$ cat src/rtl/if_pkg.sv
`default_nettype none
// ============================================================================
// Module   : if_pkg
// Purpose  : Shared types and constants for the instruction-fetch stage.
// Revision : 1.0  initial release
// ============================================================================
package if_pkg;

  // Fetch FSM states
  typedef enum logic [1:0] {
    FETCH = 2'd0,
    DRAIN = 2'd1,
    HOLD  = 2'd2
  } if_state_e;

  // addi x0,x0,0 -- what decode sees whenever IF/ID carries no instruction
  localparam logic [31:0] NOP_INSTR = 32'h00000013;
  localparam int unsigned PC_INCR   = 4;

endpackage
`default_nettype wire

$ cat src/rtl/if_stage_if.sv
`default_nettype none
// ============================================================================
// Module   : if_stage_if
// Purpose  : Single-outstanding instruction-memory request/response bundle.
//            master = fetch stage, slave = instruction memory.
// Revision : 1.0  initial release
// ============================================================================
interface if_stage_if #(
  parameter int unsigned PC_W    = 16,
  parameter int unsigned INSTR_W = 32
);
  logic               imem_req;
  logic [PC_W-1:0]    imem_addr;
  logic               imem_rvalid;
  logic [INSTR_W-1:0] imem_rdata;

  modport master (
    output imem_req,
    output imem_addr,
    input  imem_rvalid,
    input  imem_rdata
  );

  modport slave (
    input  imem_req,
    input  imem_addr,
    output imem_rvalid,
    output imem_rdata
  );
endinterface
`default_nettype wire

$ cat src/rtl/if_stage_ifid_reg.sv
`default_nettype none
// ============================================================================
// Module   : ifid_reg
// Purpose  : IF/ID pipeline register. Load writes a valid instruction with its
//            pc and link address; flush writes a NOP bubble; otherwise hold.
// Revision : 1.0  initial release
// ============================================================================
module ifid_reg
  import if_pkg::*;
#(
  parameter int unsigned PC_W    = 16,
  parameter int unsigned INSTR_W = 32
) (
  input  logic               clk,
  input  logic               reset,
  input  logic               i_load,
  input  logic               i_flush,
  input  logic [INSTR_W-1:0] i_instr,
  input  logic [PC_W-1:0]    i_pc,
  output logic [INSTR_W-1:0] o_instr,
  output logic [PC_W-1:0]    o_pc,
  output logic [PC_W-1:0]    o_pc_plus4,
  output logic               o_valid
);

  logic [INSTR_W-1:0] r_instr;
  logic [PC_W-1:0]    r_pc;
  logic [PC_W-1:0]    r_pc_plus4;
  logic               r_valid;

  // Flush wins over load; a bubble keeps the last pc so only instr/valid change
  always_ff @(posedge clk or negedge reset) begin
    if (!reset) begin
      r_instr    <= INSTR_W'(NOP_INSTR);
      r_pc       <= '0;
      r_pc_plus4 <= PC_W'(PC_INCR);
      r_valid    <= 1'b0;
    end else if (i_flush) begin
      r_instr    <= INSTR_W'(NOP_INSTR);
      r_valid    <= 1'b0;
    end else if (i_load) begin
      r_instr    <= i_instr;
      r_pc       <= i_pc;
      r_pc_plus4 <= i_pc + PC_W'(PC_INCR);
      r_valid    <= 1'b1;
    end
  end

  assign o_instr    = r_instr;
  assign o_pc       = r_pc;
  assign o_pc_plus4 = r_pc_plus4;
  assign o_valid    = r_valid;

endmodule
`default_nettype wire

$ cat src/rtl/if_stage.sv
`default_nettype none
// ============================================================================
// Module   : if_stage
// Purpose  : Instruction fetch: PC, fetch FSM (FETCH/DRAIN/HOLD), skid buffer
//            and the IF/ID register. Honours hazard stalls and decode redirects.
// Options  : IF_PERF_CNT_EN adds perf_fetch_cnt / perf_stall_cnt outputs.
// Revision : 1.0  initial release
// ============================================================================
module if_stage
  import if_pkg::*;
#(
  parameter int unsigned     PC_W     = 16,
  parameter int unsigned     INSTR_W  = 32,
  parameter logic [PC_W-1:0] RESET_PC = '0
) (
  input  logic               clk,
  input  logic               reset,
  input  logic               pc_write_zero,
  input  logic               IFID_pipeline_write_zero,
  input  logic               redirect,
  input  logic [PC_W-1:0]    dest_pc,
  if_stage_if.master         imem,
  output logic [INSTR_W-1:0] instr_D,
  output logic [PC_W-1:0]    pc_D,
  output logic [PC_W-1:0]    pc_plus4_D,
  output logic               valid_D
`ifdef IF_PERF_CNT_EN
  ,
  output logic [31:0]        perf_fetch_cnt,
  output logic [31:0]        perf_stall_cnt
`endif
);

  if_state_e          r_state;
  if_state_e          w_state_nxt;
  logic [PC_W-1:0]    r_fetch_pc;
  logic [PC_W-1:0]    w_pc_nxt;
  logic [PC_W-1:0]    r_drain_addr;
  logic [INSTR_W-1:0] r_skid;
  logic               r_active;

  logic               w_stall;
  logic               w_redir;
  logic [PC_W-1:0]    w_dest;
  logic [PC_W-1:0]    w_pc_inc;
  logic               w_load;
  logic               w_flush;
  logic               w_skid_ld;
  logic               w_drain_ld;
  logic [INSTR_W-1:0] w_load_instr;

  assign w_stall  = pc_write_zero | IFID_pipeline_write_zero;
  assign w_redir  = redirect & ~w_stall;
  assign w_dest   = dest_pc & ~(PC_W'(3));
  assign w_pc_inc = r_fetch_pc + PC_W'(PC_INCR);

  // r_active keeps imem_req low through reset and for the first cycle after it
  assign imem.imem_req  = r_active & (r_state != HOLD);
  assign imem.imem_addr = (r_state == DRAIN) ? r_drain_addr : r_fetch_pc;

  // Next-state, PC update and IF/ID control; an accepted redirect beats everything
  always_comb begin
    w_state_nxt  = r_state;
    w_pc_nxt     = r_fetch_pc;
    w_load       = 1'b0;
    w_flush      = 1'b0;
    w_skid_ld    = 1'b0;
    w_drain_ld   = 1'b0;
    w_load_instr = imem.imem_rdata;
    if (!r_active) begin
      // No request issued yet, so a redirect only retargets the first fetch
      if (w_redir) begin
        w_flush  = 1'b1;
        w_pc_nxt = w_dest;
      end
    end else begin
      case (r_state)
        FETCH: begin
          if (w_redir) begin
            w_flush  = 1'b1;
            w_pc_nxt = w_dest;
            if (!imem.imem_rvalid) begin
              // Outstanding request must still complete; remember its address
              w_state_nxt = DRAIN;
              w_drain_ld  = 1'b1;
            end
          end else if (imem.imem_rvalid) begin
            if (!w_stall) begin
              w_load   = 1'b1;
              w_pc_nxt = w_pc_inc;
            end else begin
              w_skid_ld   = 1'b1;
              w_state_nxt = HOLD;
            end
          end else if (!w_stall) begin
            w_flush = 1'b1;
          end
        end
        HOLD: begin
          if (w_redir) begin
            w_flush     = 1'b1;
            w_pc_nxt    = w_dest;
            w_state_nxt = FETCH;
          end else if (!w_stall) begin
            w_load       = 1'b1;
            w_load_instr = r_skid;
            w_pc_nxt     = w_pc_inc;
            w_state_nxt  = FETCH;
          end
        end
        DRAIN: begin
          // Stale response is thrown away; a redirect here only moves the target
          if (w_redir) w_pc_nxt = w_dest;
          if (!w_stall) w_flush = 1'b1;
          if (imem.imem_rvalid) w_state_nxt = FETCH;
        end
        default: w_state_nxt = FETCH;
      endcase
    end
  end

  // FSM state, fetch PC, drain address and skid buffer
  always_ff @(posedge clk or negedge reset) begin
    if (!reset) begin
      r_state      <= FETCH;
      r_fetch_pc   <= RESET_PC;
      r_drain_addr <= '0;
      r_skid       <= INSTR_W'(NOP_INSTR);
      r_active     <= 1'b0;
    end else begin
      r_active   <= 1'b1;
      r_state    <= w_state_nxt;
      r_fetch_pc <= w_pc_nxt;
      if (w_drain_ld) r_drain_addr <= r_fetch_pc;
      if (w_skid_ld)  r_skid       <= imem.imem_rdata;
    end
  end

  ifid_reg #(
    .PC_W    (PC_W),
    .INSTR_W (INSTR_W)
  ) u_ifid (
    .clk        (clk),
    .reset      (reset),
    .i_load     (w_load),
    .i_flush    (w_flush),
    .i_instr    (w_load_instr),
    .i_pc       (r_fetch_pc),
    .o_instr    (instr_D),
    .o_pc       (pc_D),
    .o_pc_plus4 (pc_plus4_D),
    .o_valid    (valid_D)
  );

`ifdef IF_PERF_CNT_EN
  logic [31:0] r_perf_fetch;
  logic [31:0] r_perf_stall;

  // Count valid IF/ID writes and stalled cycles, wrapping at 2^32
  always_ff @(posedge clk or negedge reset) begin
    if (!reset) begin
      r_perf_fetch <= '0;
      r_perf_stall <= '0;
    end else begin
      if (w_load)  r_perf_fetch <= r_perf_fetch + 32'd1;
      if (w_stall) r_perf_stall <= r_perf_stall + 32'd1;
    end
  end

  assign perf_fetch_cnt = r_perf_fetch;
  assign perf_stall_cnt = r_perf_stall;
`endif

endmodule
`default_nettype wire

$ cat src/flat_wrapper.sv
// flat-port wrapper written by rule: the top's interface ports become plain ports
module if_stage_flat import if_pkg::*;
#(
  parameter int unsigned     PC_W     = 16,
  parameter int unsigned     INSTR_W  = 32,
  parameter logic [PC_W-1:0] RESET_PC = '0
)
  (clk, reset, pc_write_zero, IFID_pipeline_write_zero, redirect, dest_pc, instr_D, pc_D, pc_plus4_D, valid_D, imem_imem_req, imem_imem_addr, imem_imem_rvalid, imem_imem_rdata);
  if_stage_if #(.PC_W(PC_W), .INSTR_W(INSTR_W)) imem_i ();
  input  logic clk;
  input  logic reset;
  input  logic pc_write_zero;
  input  logic IFID_pipeline_write_zero;
  input  logic redirect;
  input  logic [PC_W-1:0] dest_pc;
  output logic [INSTR_W-1:0] instr_D;
  output logic [PC_W-1:0] pc_D;
  output logic [PC_W-1:0] pc_plus4_D;
  output logic valid_D;
  output wire logic [$bits(imem_i.imem_req)-1:0] imem_imem_req;
  output wire logic [$bits(imem_i.imem_addr)-1:0] imem_imem_addr;
  input wire logic [$bits(imem_i.imem_rvalid)-1:0] imem_imem_rvalid;
  input wire logic [$bits(imem_i.imem_rdata)-1:0] imem_imem_rdata;
  assign imem_imem_req = imem_i.imem_req;
  assign imem_imem_addr = imem_i.imem_addr;
  assign imem_i.imem_rvalid = imem_imem_rvalid;
  assign imem_i.imem_rdata = imem_imem_rdata;
  if_stage #(.PC_W(PC_W), .INSTR_W(INSTR_W), .RESET_PC(RESET_PC)) u_core (.clk(clk), .reset(reset), .pc_write_zero(pc_write_zero), .IFID_pipeline_write_zero(IFID_pipeline_write_zero), .redirect(redirect), .dest_pc(dest_pc), .imem(imem_i), .instr_D(instr_D), .pc_D(pc_D), .pc_plus4_D(pc_plus4_D), .valid_D(valid_D));
endmodule
$ cat config.mk
export PLATFORM = sky130hd
export DESIGN_NAME = if_stage_flat
export DESIGN_NICKNAME = d
export VERILOG_FILES = /design/src/rtl/if_pkg.sv /design/src/rtl/if_stage_if.sv /design/src/rtl/if_stage_ifid_reg.sv /design/src/rtl/if_stage.sv /design/src/flat_wrapper.sv
export SDC_FILE = /design/constraint.sdc
export NUM_CORES = 1
export LEC_CHECK = 0
export CAP_MARGIN = 10
export CORE_UTILIZATION = 40
export CTS_CLUSTER_DIAMETER = 150
export CTS_CLUSTER_SIZE = 30
export DETAILED_ROUTE_END_ITERATION = 6
export PLACE_DENSITY = 0.74
export SLEW_MARGIN = 10
export SYNTH_ARGS = -nofsm -noshare
export SYNTH_HDL_FRONTEND = slang
export SYNTH_SLANG_ARGS = --single-unit
$ cat constraint.sdc
create_clock -name clk -period 3.2 [get_ports clk]
set_clock_uncertainty 0.1 [all_clocks]
set_input_delay 0.64 -clock clk [delete_from_list [all_inputs] [get_ports clk]]
set_output_delay 0.64 -clock clk [all_outputs]
set_load 0.01 [all_outputs]
==> run metrics <==
dpl hpwl=10600 um; worst r2r path cells=6; Placer Congestion=0.852; cts hold-fix bufs=0; R2R setup slack=870 ps; Netlist cell types=61; Hold Fails Final Rpt=0; crit share post-route=91.7%; fin. max-slew vios=0; outcome=finished clean; maximum clock frequency=0.341 GHz; IO Count=136; register area share after synthesis=53.2%; Critical R2R Launch=u_core.r_active$_DFF_PN0_; clk_lat worst skew=410 ps; worst slew pin tran=719 ps; Syn Area/Cell=11.5 um2; fin util=55.5%; Rows=44; final setup vio count=0; Worst EP arrival=2190 ps; DR vias=4625; Core Region=14800 um2; Post-synth top flop=dfrtp_1; TritonCTS Sinks=130; Pwr Density=710 nW/um2; drt wl/cell=17.9 um; routed vias/inst=5.42; Reg area=3260 um2; First-pass DRT Iterations=5; multi-input logic area=2600 um2; die area=15800 um2; Worst R2R End=u_core.u_ifid.o_pc[2]$_DFFE_PN0P_; CP required=2460 ps; post-synth top area cell=dfrtp_1; crit end category=primary output; Layout Nets=713; RSZ-0062 raised after global routing=no; n_diodes=0; overall global routing resource usage=20.5%; Layout Cells excl Fill=854; CTS max path bufs=2; worst setup margin=266 ps; drt total wl=15300 um; most common cell in the netlist=dfrtp_1; Die Y=126 um; Max H-tree Level=4; Worst slew margin=52.1%; Max VDD drop=0.000423 V; TritonCTS clock tree=yes; Cells after Synth=532; top post-synthesis cells by count=123 x dfrtp_1, 91 x nand2_1, 33 x mux2i_1, 30 x mux2_4, 30 x o2bb2ai_1; fillcell total=1248; Mapped Area=6130 um2; shortest period the worst path allows=2930 ps; Root Buffer=clkbuf_16; critical path type=reg -> out; P&R area growth vs syn=33.6%; Post-synth ARST share=100%; PortBufs=133; initial antenna violation count=0; Die W=126 um; top cells by area, synth=dfrtp_1 50%, mux2_4 7.4%, nand2_1 5.6%; Detail Route Antenna Nets=0; synthesis-stage register bit count=130; GRT overflow=0; setup repair bufs after CTS=0; Yosys warnings=0; Num CTS Buffers=17; total nets after synthesis=587; Starting Density=41.5%; CP max FO=26; dpl ws=418 ps; startpoint types=register; placed cell count=823; share of layout cells above drive strength 1=16.3%; Pleak=0.00384 uW; largest net degree at the start of global routing=57; Reg clk slew, reported paths=60 ps; max_cap viols=0; First DRT Iteration DRCs=255; vias in the first global route=4869; post-cts resize count=0; worst hold path class=in -> async; EDFF count, synth=0; share of the synthesized area in the top cell type=50.2%; setup tns final=0 ps; DRC Markers=0; global-route wire length before repair=25400 um
## layout by cell type (no fill, tap or decap), drive strengths merged, types with 2 or more instances in the layout
master         count
o21ai             45
o21a               2
nor2              13
dfstp              7
dfrtp            123
nor4               2
nand3              6
o221ai             5
a22oi              4
nor2b              2
or2                2
a211oi             5
nand2b             2
inv               14
clkdlybuf4s50    132
xnor2             10
clkinvlp           5
and2               2
and3               5
o22a               2
nor3               8
o32ai              2
a31o               2
nand4              5
a22o               2
a21boi             2
nand2             91
o211ai             4
mux2i             33
buf               14
mux2              38
o2bb2ai           30
a21oi              9
clkbuf            24
## cells by family (layout without fill, tap and decap cells)
| group | count (synthesis) | after routing | share of synthesized area, % |
|---|---|---|---|
| DFF | 130 | 130 | 53.2 |
| adders and majority gates | 1 | 1 | 0.204 |
| other | 1 | 1 | 0.0612 |
| xor gates and xnor gates | 11 | 11 | 1.57 |
| and+or+nand+nor | 144 | 144 | 11.5 |
| muxes | 71 | 71 | 14.2 |
| buffers and inverters | 53 | 191 | 4.43 |
| AOI/OAI and AO/OA | 121 | 121 | 14.7 |
## worst max-delay path, cell delays in order (launching register included)
cell,delay (ps)
dfrtp_1,550
inv_1,120
nor2_1,100
buf_4,260
nand2_1,70
o21ai_0,90
clkdlybuf4s50_1,570
## sequential cells by signal, indices dropped and copies added (netlist names), 2 cells and up
| name | count |
|---|---|
| u_core.u_ifid.o_pc | 16 |
| u_core.r_drain_addr | 16 |
| u_core.r_fetch_pc | 16 |
| u_core.u_ifid.o_pc_plus4 | 14 |
| u_core.u_ifid.o_instr | 32 |
| u_core.r_skid | 32 |
| u_core.r_state | 2 |
## metal layers
metal	up-vias	part of all wire, %	track usage [%]
li1	2131	-	-
met1	2308	44	27.1
met2	155	47	32.0
met3	31	5.7	4.89
met4	0	2.6	9.64
met5	-	0	0
## worst max path at each step
stage	startpoint	end	slack [ps]
floorplan	u_core.r_state[0]$_DFFE_PN0P_	imem_imem_addr[11]	1150
global placement	IFID_pipeline_write_zero	u_core.r_skid[27]$_DFFE_PN0P_	450
detailed placement	pc_write_zero	u_core.r_skid[27]$_DFFE_PN0P_	420
CTS	u_core.r_state[0]$_DFFE_PN0P_	imem_imem_addr[15]	270
global route	u_core.r_state[0]$_DFFE_PN0P_	imem_imem_addr[8]	130
finish	u_core.r_state[0]$_DFFE_PN0P_	imem_imem_addr[8]	270
## area by class of cell
class	count	area share (%)
tap	184	2.81
clock buffer	24	6.37
inverter	14	0.642
multi-input combinational	349	31.7
clock inverter	7	0.886
timing repair buffer	146	17.7
sequential	130	39.8
## through the flow
stage	area [um2]	total power, uW	hold WS (ps)
after detailed placement	7590	3920	367
after CTS	8190	5860	188
after global placement	7590	3860	365
final	8190	5820	170
after floorplan	6130	3160	244
after global routing	8190	6120	225
## power breakdown
group / switching, uW / internal [uW] / leakage (uW)
Clock: 704 / 1210 / 0.000279
Combinational: 648 / 871 / 0.00196
Sequential: 307 / 2080 / 0.00160
Note: power is estimated with default switching activity, not from simulation.
==> edit: new RTL, same flow settings <==
`PC_W` is set to 16 in 4 places; all go to 20.
--- a/src/rtl/if_stage_if.sv
+++ b/src/rtl/if_stage_if.sv
@@ -6,7 +6,7 @@
 // Revision : 1.0  initial release
 // ============================================================================
 interface if_stage_if #(
-  parameter int unsigned PC_W    = 16,
+  parameter int unsigned PC_W    = 20,
   parameter int unsigned INSTR_W = 32
 );
   logic               imem_req;
--- a/src/rtl/if_stage_ifid_reg.sv
+++ b/src/rtl/if_stage_ifid_reg.sv
@@ -8,7 +8,7 @@
 module ifid_reg
   import if_pkg::*;
 #(
-  parameter int unsigned PC_W    = 16,
+  parameter int unsigned PC_W    = 20,
   parameter int unsigned INSTR_W = 32
 ) (
   input  logic               clk,
--- a/src/rtl/if_stage.sv
+++ b/src/rtl/if_stage.sv
@@ -9,7 +9,7 @@
 module if_stage
   import if_pkg::*;
 #(
-  parameter int unsigned     PC_W     = 16,
+  parameter int unsigned     PC_W     = 20,
   parameter int unsigned     INSTR_W  = 32,
   parameter logic [PC_W-1:0] RESET_PC = '0
 ) (
--- a/src/flat_wrapper.sv
+++ b/src/flat_wrapper.sv
@@ -1,7 +1,7 @@
 // flat-port wrapper written by rule: the top's interface ports become plain ports
 module if_stage_flat import if_pkg::*;
 #(
-  parameter int unsigned     PC_W     = 16,
+  parameter int unsigned     PC_W     = 20,
   parameter int unsigned     INSTR_W  = 32,
   parameter logic [PC_W-1:0] RESET_PC = '0
 )
Interface: changed (resized dest_pc, imem_imem_addr, pc_D and pc_plus4_D); port bits go from 136 to 152. No check against the original RTL was run, so the function may have changed too.
==> edit against the original RTL <==
  * Non-clock buffer count rose by 16
  * Power rose by 10%
  * Routed wire length rose by 6.3%
  * Clock power rose by 10%
  * Cell area rose by 9.1%
  * Sequential cell count rose by 16
  * Worst setup slack got worse by 130 ps
  * Hold slack got worse by 57 ps
  * Synthesized area rose by 9.2%
  * Register-to-register slack improved by 80 ps
  * Critical endpoint is now imem_imem_addr[12]
  * Highest routed layer unchanged
==> edit: results (changes against the original RTL) <==
Run status
  • Outcome: finished clean (unchanged)

Worst setup path
  • Setup crit start: u_core.r_state[0] (unchanged)
  • Worst-path fanout max: 23 (was 26)
  • Delay of the slowest critical-path stage: 500 ps (was 570 ps)
  • Worst Path Arrival: 2320 ps (was 2190 ps)
  • FF-to-FF Start: u_core.r_fetch_pc[2] (was u_core.r_active)
  • Cell family with most CP delay: buffers and inverters (unchanged)
  • Critical path's slowest cell: dfrtp_1 (was clkdlybuf4s50_1)

Drt
  • Vias: 5,015 (was 4,625)
  • Wire length on met2: 8010 um (was 7240 um)
  • Starting DRT DRC Count: 215 (was 255)
  • Drt wl/cell: 16.6 um (was 17.9 um)
  • DRT met1 WL: 7180 um (was 6810 um)
  • DR pass1 iterations: 5 (unchanged)
  • Met3 WL: 736 um (was 879 um)
  • Max layer used: met4 (unchanged)

Placed design
  • Pre-CTS WS: 336 ps (was 418 ps)
  • Port bufs: 149 (was 133)
  • RePlAce Congestion: 0.773 (was 0.852)
  • DP HPWL: 10,800 um (was 10,600 um)

Global route
  • Largest net degree at the start of global routing: 69 (was 57)
  • Antenna violations before repair: 0 (unchanged)
  • First-pass GRT wire length: 26,000 um (was 25,400 um)
  • Aggregate global-route resource usage: 19.3% (was 20.5%)
  • Vias in the first global route: 4,882 (was 4,869)

Cells and area
  • Share of cells above drive strength 1: 16.2% (was 16.3%)
  • # nets final: 812 (was 713)
  • Antenna diodes: 0 (unchanged)

CTS
  • Clk_lat worst skew: between 400 and 500 ps
  • Setup bufs post-CTS: 0 (unchanged)
  • Post-CTS Resized: 0 (unchanged)
  • Maximum clock insertion buffer count: 2 (unchanged)
  • Root buf cell: clkbuf_16 (unchanged)
  • Worst-path clk slew: 60 ps (about the same)
  • Hold-fix buffers, CTS: 0 (unchanged)
  • H-tree lvl count: 4 (unchanged)
  • CTS buffer count: 17 (unchanged)

Hold path
  • HP Class: input pin to async pin (unchanged)

Logic synthesis
  • Synth Area in XOR/XNOR: 2.09% (was 1.57%)
  • Yosys warns: 0 (unchanged)
  • Mux contribution to synthesized area: 16.5% (was 14.2%)
  • Post-Syn Nets: 681 (was 587)
  • Most frequent cells after synthesis: dfrtp_1, nand2_1, mux2_2, o21ai_0, mux2i_1 (was dfrtp_1, nand2_1, mux2i_1, mux2_4, o2bb2ai_1)
  • Main synth FF type: dfrtp_1 (unchanged)
  • Synth cell types: 44 (was 61)
  • Ys async rst share: 100% (unchanged)
  • Post-Synth Adder-Cell Area: 0.187% (was 0.204%)
  • Compound-Gate Fraction of Synth Area: 8.99% (was 14.7%)
  • Seq/Total Area, Yosys: 54.7% (was 53.2%)
  • Top cells by area, synth: dfrtp_1, mux2_2, nand2_1 (was dfrtp_1, mux2_4, nand2_1)

Power
  • Sw frac: 27.7% (was 28.5%)
  • Maximum vdd drop: 0.370 mV (was 0.423 mV)
  • Leak Pwr: 4.01 nW (was 3.84 nW)

Timing
  • Worst-margin pin slew: 629 ps (was 719 ps)
[edit: cell types whose count changed after synthesis, sizes merged, moves of 6 or more]
cell     delta
o22ai       +8
mux2       +31
buf         +6
nand2      +41
o2bb2ai    -30
dfrtp      +16
a21oi      +14
o21ai      +13
nor2       +11
inv        -10
nor3        -6
[edit: kinds of logic after synthesis]
family,count (synthesis)
and+or+nand+nor,195
DFF,146
AOI/OAI and AO/OA,107
muxes,102
buffers and inverters,54
xor gates and xnor gates,16
adders and majority gates,1
other,1
[edit: worst register-to-register path, cell delays in order, from the launching register on]
cell	delay, ps
dfrtp_1	580
ha_1	350
and4_1	360
nand2_1	210
nor2_1	220
xnor2_1	180
o21ai_0	110
[edit: final timing paths]
check,to,slack [ps],cells past startpoint
max,imem_imem_addr[12],140,4
min,u_core.r_drain_addr[1],110,1
max reg2reg,u_core.u_ifid.o_pc_plus4[14],950,6
min reg2reg,u_core.u_ifid.o_pc[17],370,2
max in group asynchronous,u_core.u_ifid.o_pc_plus4[9],2120,2
min in group clk,u_core.u_ifid.o_pc[17],370,2
[edit: power groups by stage]
stage	clock network [W]	registers [W]	logic (W)
2_1_floorplan	0	0.00267	0.000802
3_3_place_gp	0	0.00270	0.00158
3_5_place_dp	0	0.00273	0.00161
4_1_cts	0.00215	0.00270	0.00162
5_1_grt	0.00222	0.00277	0.00174
6_report	0.00211	0.00270	0.00160
[edit: layout make-up]
| cell class | instances | area (um2) |
|---|---|---|
| Fill cell | 1432 | 7180 |
| Sequential cell | 146 | 3660 |
| Multi-Input combinational cell | 422 | 2720 |
| Timing Repair Buffer | 162 | 1640 |
| Clock buffer | 22 | 474 |
| Tap cell | 216 | 270 |
| Clock inverter | 9 | 154 |
| Inverter | 4 | 15.0 |
[edit: per-stage QoR]
step / util, % / area (um2) / instances / hold WS, ps
global route: 55.4 / 8930 / 981 / 156
floorplan: - / 6690 / 622 / 244
detailed placement: 51.5 / 8310 / 950 / 364
finish: 55.4 / 8930 / 981 / 113
CTS: 55.4 / 8930 / 981 / 127
global placement: 51.5 / 8310 / 950 / 359
[edit: metal layers]
layer / vias to the layer above / global-route usage (%)
li1: 2400 / -
met1: 2460 / 25.5
met2: 131 / 31.0
met3: 24 / 3.43
met4: 0 / 8.33
met5: - / 0
